### src/rtl/iic_cfg_sequencer.sv
// iic_cfg_sequencer: walks a register-init table and feeds iic_drive one
// transfer at a time, with per-entry retry, optional read-back verify,
// delay entries and an end marker.
module iic_cfg_sequencer #(
  parameter logic [7:0] DEV_ADDR     = 8'h78,
  parameter int         TBL_AW       = 6,
  parameter int         MAX_RETRY    = 3,
  parameter int         DELAY_UNIT   = 800,
  parameter int         VERIFY       = 0,
  parameter int         BUSY_TIMEOUT = 16
) (
  input  logic              clk_i,
  input  logic              rst_n,
  input  logic              cfg_start,
  output logic              cfg_busy,
  output logic              cfg_done,
  output logic              cfg_fail,
  output logic [TBL_AW-1:0] fail_index,
  output logic [TBL_AW-1:0] tbl_addr,
  input  logic [23:0]       tbl_data,
  output logic              drv_start_en,
  output logic              drv_wr_rd_flag,
  output logic [7:0]        drv_dev_addr,
  output logic [15:0]       drv_register,
  output logic [7:0]        drv_data_byte,
  input  logic              drv_busy,
  input  logic              drv_err,
  input  logic [7:0]        drv_rd_data
);

  localparam int RW = (MAX_RETRY > 0) ? $clog2(MAX_RETRY + 1) : 1;
  localparam int DW = $clog2(255 * DELAY_UNIT + 1);
  localparam int TW = (BUSY_TIMEOUT > 1) ? $clog2(BUSY_TIMEOUT) : 1;

  localparam logic [RW-1:0]     RETRY_LIM = RW'(MAX_RETRY);
  localparam logic [TW-1:0]     TO_LAST   = TW'(BUSY_TIMEOUT - 1);
  localparam logic [DW-1:0]     UNIT      = DW'(DELAY_UNIT);
  localparam logic [TBL_AW-1:0] IDX_LAST  = '1;

  typedef enum logic [3:0] {
    S_IDLE, S_FETCH, S_ROMWAIT, S_DECODE, S_PREP, S_ISSUE,
    S_WAIT_H, S_WAIT_L, S_CHECK, S_DLY, S_DONE, S_FAIL
  } state_t;

  state_t            state, next_state;
  logic [TBL_AW-1:0] idx;
  logic [RW-1:0]     retry;
  logic [DW-1:0]     dly_cnt;
  logic [TW-1:0]     to_cnt;
  logic              timed_out;

  logic entry_end, entry_dly, dly_zero, idx_last;
  logic xfer_fail, can_retry, verify_next, busy_timeout, start_ok;

  assign drv_dev_addr = DEV_ADDR;

  assign entry_end    = (tbl_data[23:8] == 16'hFFFE);
  assign entry_dly    = (tbl_data[23:8] == 16'hFFFF);
  assign dly_zero     = (tbl_data[7:0] == 8'h00);
  assign idx_last     = (idx == IDX_LAST);
  // A verify read compares against the byte that was just written.
  assign xfer_fail    = timed_out | drv_err |
                        (drv_wr_rd_flag && (drv_rd_data != drv_data_byte));
  assign can_retry    = (retry < RETRY_LIM);
  assign verify_next  = (VERIFY != 0) && !drv_wr_rd_flag;
  assign busy_timeout = !drv_busy && (to_cnt == TO_LAST);
  assign start_ok     = cfg_start &&
                        ((state == S_IDLE) || (state == S_DONE) || (state == S_FAIL));

  // State register.
  always_ff @(posedge clk_i or negedge rst_n) begin
    if (!rst_n) state <= S_IDLE;
    else        state <= next_state;
  end

  // Next-state decode and Moore outputs.
  always_comb begin
    next_state   = state;
    cfg_busy     = 1'b1;
    cfg_done     = 1'b0;
    cfg_fail     = 1'b0;
    drv_start_en = 1'b0;
    unique case (state)
      S_IDLE: begin
        cfg_busy = 1'b0;
        if (cfg_start) next_state = S_FETCH;
      end
      S_FETCH:   next_state = S_ROMWAIT;
      S_ROMWAIT: next_state = S_DECODE;
      S_DECODE: begin
        if (entry_end)      next_state = S_DONE;
        else if (entry_dly) next_state = dly_zero ? (idx_last ? S_DONE : S_FETCH) : S_DLY;
        else                next_state = S_PREP;
      end
      S_PREP: if (!drv_busy) next_state = S_ISSUE;
      S_ISSUE: begin
        drv_start_en = 1'b1;
        next_state   = S_WAIT_H;
      end
      S_WAIT_H: begin
        if (drv_busy)          next_state = S_WAIT_L;
        else if (busy_timeout) next_state = S_CHECK;
      end
      S_WAIT_L: if (!drv_busy) next_state = S_CHECK;
      S_CHECK: begin
        if (xfer_fail)        next_state = can_retry ? S_PREP : S_FAIL;
        else if (verify_next) next_state = S_PREP;
        else                  next_state = idx_last ? S_DONE : S_FETCH;
      end
      S_DLY: if (dly_cnt == '0) next_state = idx_last ? S_DONE : S_FETCH;
      S_DONE: begin
        cfg_busy = 1'b0;
        cfg_done = 1'b1;
        if (cfg_start) next_state = S_FETCH;
      end
      S_FAIL: begin
        cfg_busy = 1'b0;
        cfg_fail = 1'b1;
        if (cfg_start) next_state = S_FETCH;
      end
      default: next_state = S_IDLE;
    endcase
  end

  // Table index, retry count, latched entry and the delay/timeout counters.
  always_ff @(posedge clk_i or negedge rst_n) begin
    if (!rst_n) begin
      idx            <= '0;
      retry          <= '0;
      tbl_addr       <= '0;
      fail_index     <= '0;
      drv_register   <= '0;
      drv_data_byte  <= '0;
      drv_wr_rd_flag <= 1'b0;
      dly_cnt        <= '0;
      to_cnt         <= '0;
      timed_out      <= 1'b0;
    end else if (start_ok) begin
      idx            <= '0;
      retry          <= '0;
      fail_index     <= '0;
      drv_wr_rd_flag <= 1'b0;
    end else begin
      unique case (state)
        S_FETCH: tbl_addr <= idx;
        S_DECODE: begin
          retry          <= '0;
          drv_wr_rd_flag <= 1'b0;
          if (entry_dly) begin
            if (dly_zero) idx <= idx + TBL_AW'(1);
            else          dly_cnt <= DW'(tbl_data[7:0]) * UNIT - DW'(1);
          end else if (!entry_end) begin
            drv_register  <= tbl_data[23:8];
            drv_data_byte <= tbl_data[7:0];
          end
        end
        S_ISSUE: begin
          to_cnt    <= '0;
          timed_out <= 1'b0;
        end
        S_WAIT_H: begin
          if (!drv_busy)    to_cnt <= to_cnt + TW'(1);
          if (busy_timeout) timed_out <= 1'b1;
        end
        S_CHECK: begin
          if (xfer_fail) begin
            if (can_retry) retry <= retry + RW'(1);
            else           fail_index <= idx;
          end else if (verify_next) begin
            drv_wr_rd_flag <= 1'b1;
          end else begin
            retry <= '0;
            idx   <= idx + TBL_AW'(1);
          end
        end
        S_DLY: begin
          if (dly_cnt == '0) idx <= idx + TBL_AW'(1);
          else               dly_cnt <= dly_cnt - DW'(1);
        end
        default: ;
      endcase
    end
  end

endmodule

### config.mk
export PLATFORM = sky130hd
export DESIGN_NAME = iic_cfg_sequencer
export DESIGN_NICKNAME = d
export VERILOG_FILES = /design/src/rtl/iic_cfg_sequencer.sv
export SDC_FILE = /design/constraint.sdc
export NUM_CORES = 1
export LEC_CHECK = 0
export CORE_AREA = 2 2 97 99
export CTS_CLUSTER_SIZE = 20
export DETAILED_ROUTE_END_ITERATION = 16
export DIE_AREA = 0 0 99 101
export GPL_TIMING_DRIVEN = 0
export PLACE_DENSITY = 0.89
export SETUP_SLACK_MARGIN = 0.5
export SKIP_CTS_REPAIR_TIMING = 1
export SLEW_MARGIN = 20
export SYNTH_ARGS = -nofsm -noshare
export SYNTH_HDL_FRONTEND = slang
export SYNTH_SLANG_ARGS = --single-unit
### constraint.sdc
create_clock -name clk_i -period 2.69 [get_ports clk_i]
set_input_delay 0.807 -clock clk_i [delete_from_list [all_inputs] [get_ports clk_i]]
set_output_delay 0.807 -clock clk_i [all_outputs]
set_load 0.05 [all_outputs]
==> reports/qor.txt, run 1 <==
=====================================================================================
Post-layout worst setup margin                                                -905 ps
Worst Hold Slack                                                               254 ps
Number of failing hold endpoints at the final stage                                 0
Worst clock skew on the final layout                                          23.0 ps
Die width                                                                       99 µm
Total die area                                                              10000 µm²
Startpoint class of the critical path                                      input port
Clock sink count                                                                   71
Fraction of layout cells with a size suffix above 1                             0.317
Share of the clock period used by the worst path after layout                    1.34
Leak pwr                                                                      3.48 nW
Top routing layer in use                                                         met4
N_diodes                                                                            0
Setup repair after global routing missed its margin                               yes
PwrDens                                                                   1070 nW/µm²
Cell types with the largest area share after synthesis                   dfrtp_1 38%, ha_1 11%, mux2_2 7.2%
Post-Syn Area                                                                4660 µm²
Overall die height                                                             101 µm
Tmin final                                                                    3590 ps
Largest buffer count on any clock path                                              2
Total global routing overflow                                                       0
Number of global-route vias before repair                                        4139
Post-synthesis register bit count                                                  71
Worst slack at placement                                                     -1890 ps
Worst min path class                                                      in -> async
Global-route usage over all layers                                              0.237
Highest ir drop seen on vdd                                                   1.00 mV
Register area share after synthesis                                             0.381
Number of violations of the max-capacitance limit                                   0
Net count of the finished layout                                                  713
Leading cell types in the layout, fill and taps excluded                 68 x dfrtp_1, 54 x dlymetal6s2s_1, 48 x buf_4
Utilization of the core after routing                                           0.759
Synthesized instance count                                                        495
Clock insertion delay at the later pin of the skew report                      380 ps
Initial core utilization                                                        0.519
Inserted Clock Buffers                                                              9
Cell at the root of the clock tree                                           clkbuf_8
Core outline area                                                            8980 µm²
Fraction of post-synthesis cell area in the top cell type by area               0.381
Wl on met1                                                                    5870 µm
Number of vias per cell                                                          6.57
Prevailing post-synth register cell                                           dfrtp_1
Worst slew margin relative to its limit                                         0.404
Number of synthesized flops with an enable pin                                      0
Number of distinct library cells after synthesis                                   61
Final-report setup violation count                                                  9
Amount of wire on met2 after detailed routing                                 9330 µm
Number of DRC violations after detailed routing                                     0
TritonCTS clock tree                                                             done
Final routed wire length divided by cell count                                23.7 µm
Number of port buffers                                                             67
Final HPWL from detailed placement                                            8600 µm
Library cell occupying the most area in the post-synthesis netlist            dfrtp_1
DRC violation total after the first TritonRoute iteration                         471
Routed wire length on met3                                                    1360 µm
Status                                                                   finished, violations left
Antenna violations before repair                                                    0
Most frequent standard cell in the layout excluding fill and tap cells        dfrtp_1
Maximum number of pins on one net before global-route repair                       61
Layout overhead on the synthesized area                                         46.3%
Clock-pin transition on the worst setup and hold timing paths                  100 ps
Least-Margin Pin Slew                                                          887 ps
Final design instance area without fill                                      6820 µm²
Maximum clock frequency                                                       278 MHz
Core Rows                                                                          35
I/O pin count                                                                      86
Average footprint of a synthesized cell                                      9.42 µm²
First-pass iteration count of the detailed router                                   6
Maximum fanout encountered on the critical timing path                              5
Violated checks                                                          negative setup slack
FF-to-FF setup slack                                                           -20 ps
Placed Area                                                                  5630 µm²
Critical Path AT                                                              3860 ps
Detail Route Antenna Nets                                                           0
Vias                                                                             4919
R2R depth                                                                           7
Endpoint type of the worst setup path                                       flip-flop
Type of the worst setup path                                                in -> reg
Fraction of registers with async set/reset                                       1.00
Number of warnings reported in the yosys synthesis log                              0
Post-detailed-routing wire length                                            17700 µm
Final count of pins violating max slew                                              0
H-tree depth                                                                        3
Data required time of the worst path                                          2950 ps
Global placement routability congestion                                         0.870
Global-route wire length before repair                                       19300 µm
=====================================================================================
## cell type report
cell class | instances | area, µm²
tap | 111 | 139
sequential | 71 | 1780
inverter | 23 | 90.1
clock buffer | 9 | 124
timing repair buffer | 119 | 1290
multi-input combinational | 385 | 3110
buffer | 24 | 194
clock inverter | 7 | 85.1
fill | 473 | 2160
## metrics by stage
step | total power [mW] | setup TNS (ps) | cells
floorplan | 4.06 | -4700 | 502
global route | 7.51 | -5950 | 749
finish | 7.29 | -5170 | 749
global placement | 4.92 | -126600 | 680
detailed placement | 5.03 | -24830 | 681
CTS | 5.97 | -13540 | 697
## synth_stat cells, drive strengths merged (3+ instances only)
library cell / number
a21oi: 25
and3: 6
or3: 4
nand3b: 4
o21a: 5
a31oi: 5
mux2: 30
a22oi: 3
nor4: 8
buf: 10
nand4: 9
fa: 3
clkbuf: 14
ha: 40
nor2: 34
xnor2: 6
inv: 23
dfrtp: 71
nor3: 16
o31ai: 4
xor2: 16
o211ai: 4
nand3: 17
nand2: 48
and2: 4
nand2b: 8
nor2b: 6
o21ai: 34
## cells by family (layout without fill, tap and decap cells)
logic type / Yosys count / in the layout / synth area share
adders and majority gates: 43 / 43 / 0.120
DFF: 71 / 71 / 0.381
AOI/OAI and AO/OA: 105 / 105 / 0.146
other: 2 / 9 / 0.00161
buffers and inverters: 47 / 182 / 0.0454
and+or+nand+nor: 174 / 175 / 0.190
muxes: 31 / 31 / 0.0746
xor gates and xnor gates: 22 / 22 / 0.0413
## worst max-delay path: stages
cell and delay [ps]:
buf_12 90, clkinvlp_4 160, ha_4 320, ha_4 190, fa_2 560, ha_4 220, nor2b_4 130, o2111a_1 230
a211o_1 320, xor2_2 220, nor4_2 330, xor2_1 110, o21a_1 170
## power by group
part | leakage [nW] | total [mW] | internal (mW) | switching [mW]
Sequential | 0.850 | 1.87 | 1.47 | 0.398
Combinational | 2.53 | 4.46 | 1.88 | 2.59
Clock | 0.100 | 0.959 | 0.448 | 0.511
Total | 3.48 | 7.29 | 3.80 | 3.49
## flip-flops by register name, summed over array words and instances, names as in the netlist, 4 cells and up
name,cells
dly_cnt,18
drv_data_byte,8
drv_register,16
fail_index,6
idx,6
state,4
tbl_addr,6
to_cnt,4
## worst paths after layout
| kind | from | end |
|---|---|---|
| max | tbl_data[2] | dly_cnt[16] |
| min | rst_n | timed_out |
| max reg2reg | dly_cnt[9] | state[3] |
| min reg2reg | drv_register[12] | drv_register[12] |
| max in group asynchronous | rst_n | dly_cnt[8] |
| min in group clk_i | drv_register[12] | drv_register[12] |
## metal layers
layer,up-vias,track usage
met5,-,0
met4,0,0.0759
met3,131,0.0430
met2,397,0.433
met1,2342,0.282
li1,2049,-
No activity file was read; power rests on OpenSTA's default activity.
==> inputs of run 2 (changes only) <==
CTS_CLUSTER_SIZE = unset   (was 20)
==> results of run 2 <==
The final DEF is identical to that of run 1; final timing and power are the same.
==> inputs of run 3 (changes only) <==
CORE_AREA = 5 5 100 102   (was 2 2 97 99)
DIE_AREA = 0 0 105 107   (was 0 0 99 101)
==> reports/qor.txt, run 3 (same netlist as run 1, synthesis figures left out) <==
=====================================================================================
Status                                                                   finished, violations left
Violated checks                                                          negative setup slack
Largest stage delay, worst path                                                430 ps   -130 ps
Number of vias per cell                                                          6.69   +1.9%
Tmin final                                                                    3620 ps   +27.9 ps
Register ranked first by flip-flop count                                      dly_cnt
Setup repair after global routing missed its margin                               yes
Final HPWL from detailed placement                                            9080 µm   +5.6%
Maximum clock frequency                                                       276 MHz   -0.77%
First-pass iteration count of the detailed router                                   8   +2
Endpoint type of the worst setup path                                       flip-flop
End of the worst register-to-register path                                     idx[3]
Cell type of the slowest stage on the worst timing path                          fa_1
Layout filler cell count                                                          504   +6.6%
Worst clock skew on the final layout                                          15.6 ps   -7.36 ps
Data required time of the worst path                                          2920 ps   -30 ps
Critical Path AT                                                              3850 ps   about the same
TritonCTS clock tree                                                             done
Die width                                                                      105 µm   +6.1%
Overall die height                                                             107 µm   +5.9%
Highest ir drop seen on vdd                                                  0.678 mV   -32%
Share of the clock period used by the worst path after layout                    1.35   +0.0104
Combined buffer and inverter count along the critical path                          4   +2
Core Rows                                                                          35   unchanged
Final routed wire length divided by cell count                                23.8 µm   +0.47%
Number of port buffers                                                             67   unchanged
Switching portion of total power                                                0.485   +0.00538
Largest buffer count on any clock path                                              2   unchanged
Worst path depth                                                                   14   +1
Leading cell types in the layout, fill and taps excluded                 68 x dfrtp_1, 52 x dlymetal6s2s_1, 51 x buf_4
Most frequent standard cell in the layout excluding fill and tap cells        dfrtp_1
Antenna violations before repair                                                    0   unchanged
Number of DRC violations after detailed routing                                     0   unchanged
Leak pwr                                                                      3.45 nW   -0.74%
Top Registers                                                            dly_cnt x18, drv_register x16, drv_data_byte x8
Worst min path class                                                      in -> async
Area of the multi-input gates                                                3190 µm²   +2.6%
Largest delay share family, worst path                                    adder cells
Maximum fanout encountered on the critical timing path                              6   +1
Detail Route Antenna Nets                                                           0   unchanged
Clock sink count                                                                   71   unchanged
Vias                                                                             5001   +1.7%
Worst slew margin relative to its limit                                         0.499   +0.0946
Net count of the finished layout                                                  711   -0.28%
Switching power                                                               3.46 mW   -1.1%
FF-to-FF Start                                                             dly_cnt[9]
Fraction of layout cells with a size suffix above 1                             0.336   +0.0199
Final-report setup violation count                                                  9   unchanged
Worst Hold Slack                                                               322 ps   +67.5 ps
Maximum number of pins on one net before global-route repair                       50   -18%
Part of the total power dissipated in combinational logic                       0.618   +0.006
Flip-flop and latch area                                                     1780 µm²   unchanged
DRC violation total after the first TritonRoute iteration                         598   +27%
Initial core utilization                                                        0.517   -0.00252
Clock-pin transition on the worst setup and hold timing paths                   90 ps   about the same
Number of global-route vias before repair                                        4228   +2.2%
Worst slack at placement                                                     -1900 ps   -6.03 ps
Inserted Clock Buffers                                                              9   unchanged
Least-Margin Pin Slew                                                          745 ps   -142 ps
H-tree depth                                                                        3   unchanged
Global-route wire length before repair                                       20000 µm   +3.4%
Internal power summed over all cells                                          3.67 mW   -3.2%
Number of violations of the max-capacitance limit                                   0   unchanged
Largest register FFs                                                               18   unchanged
Sequential share of power                                                       0.265   +0.009
Global placement routability congestion                                         0.888   +2.1%
Utilization of the core after routing                                           0.757   -0.00188
CP Cell Sequence                                                         clkbuf_4 -> ha_4 -> ha_1 -> inv_1 -> fa_1 -> inv_1 -> ha_2 -> a21oi_2 -> inv_1 -> a211o_1 -> xor2_2 -> nor4_2 -> xnor2_1 -> o21ai_0
Clk pwr share                                                                   0.117   -0.015
R2R depth                                                                           7   unchanged
Post-layout worst setup margin                                                -933 ps   -27.9 ps
Startpoint class of the critical path                                      input port
PwrDens                                                                   1040 nW/µm²   -2.4%
FF-to-FF setup slack                                                           -50 ps   -30 ps
Total die area                                                              11200 µm²   +12%
Total global routing overflow                                                       0   unchanged
N_diodes                                                                            0   unchanged
Clock insertion delay at the later pin of the skew report                      370 ps   about the same
Final count of pins violating max slew                                              0   unchanged
I/O pin count                                                                      86   unchanged
Most prevalent standard cell on the critical path                               inv_1
Global-route usage over all layers                                              0.215   -0.0217
Core outline area                                                            9020 µm²   +0.49%
Type of the worst setup path                                                in -> reg
Number of failing hold endpoints at the final stage                                 0   unchanged
Cell at the root of the clock tree                                           clkbuf_8
Post-detailed-routing wire length                                            17800 µm   +0.20%
Layout overhead on the synthesized area                                         46.6%
=====================================================================================
==> run 3: cell types whose count changed in the layout (fill, tap and decap cells not counted), moves of 3 or more <==
| cell | change |
|---|---|
| nor3_2 | +4 |
| nor3_1 | -5 |
| o21ai_2 | +3 |
| buf_4 | +3 |
| buf_6 | -4 |
==> run 3: worst register-to-register path, stage by stage (launching register included) <==
cell,delay [ps]
dfrtp_1,430
or4_4,600
or3_4,430
o31a_4,320
nor3_4,340
nand4_1,190
xor2_1,230
nor2_1,80
==> run 3: how the worst max path moves through the flow <==
stage,start,to,slack (ps)
after global routing,tbl_data[4],dly_cnt[17],-1000
after global placement,tbl_data[2],dly_cnt[17],-1800
final,tbl_data[4],dly_cnt[17],-930
after detailed placement,tbl_data[2],dly_cnt[17],-1900
after floorplan,tbl_data[2],dly_cnt[16],-910
after CTS,tbl_data[2],dly_cnt[17],-1560
==> run 3: layout make-up <==
class	instances	share of cell area
Buffer	24	0.0278
Clock buffer	10	0.0201
Clock inverter	6	0.00641
Inverter	23	0.0132
Multi-Input combinational cell	384	0.467
Sequential cell	71	0.261
Tap cell	111	0.0203
Timing Repair Buffer	118	0.184
==> run 3: per-stage QoR <==
stage               instance area, µm²  TNS [ps]  std cells  power [mW]
detailed placement                5630    -25440        681        5.06
global route                      6830     -5790        747        7.38
finish                            6830     -5270        747        7.13
global placement                  5600   -128420        680        4.91
CTS                               5810    -12850        697        5.87
floorplan                         4790     -4700        502        4.06
==> run 3: power by group through the flow <==
stage          logic [mW]  clock network, mW  registers, mW
6_report             4.41              0.831           1.89
5_1_grt              4.58              0.870           1.93
4_1_cts              3.28              0.808           1.78
3_5_place_dp         3.27                  0           1.80
3_3_place_gp         3.16                  0           1.76
2_1_floorplan        1.58                  0           2.48
==> run 3: metal layers <==
layer	vias up	share of wire	wire, µm	GRT usage
met5	-	0	0	0
met2	397	0.51	9020	0.395
li1	2042	-	-	-
met4	0	0.083	1470	0.0767
met3	165	0.079	1410	0.0409
met1	2397	0.33	5870	0.249
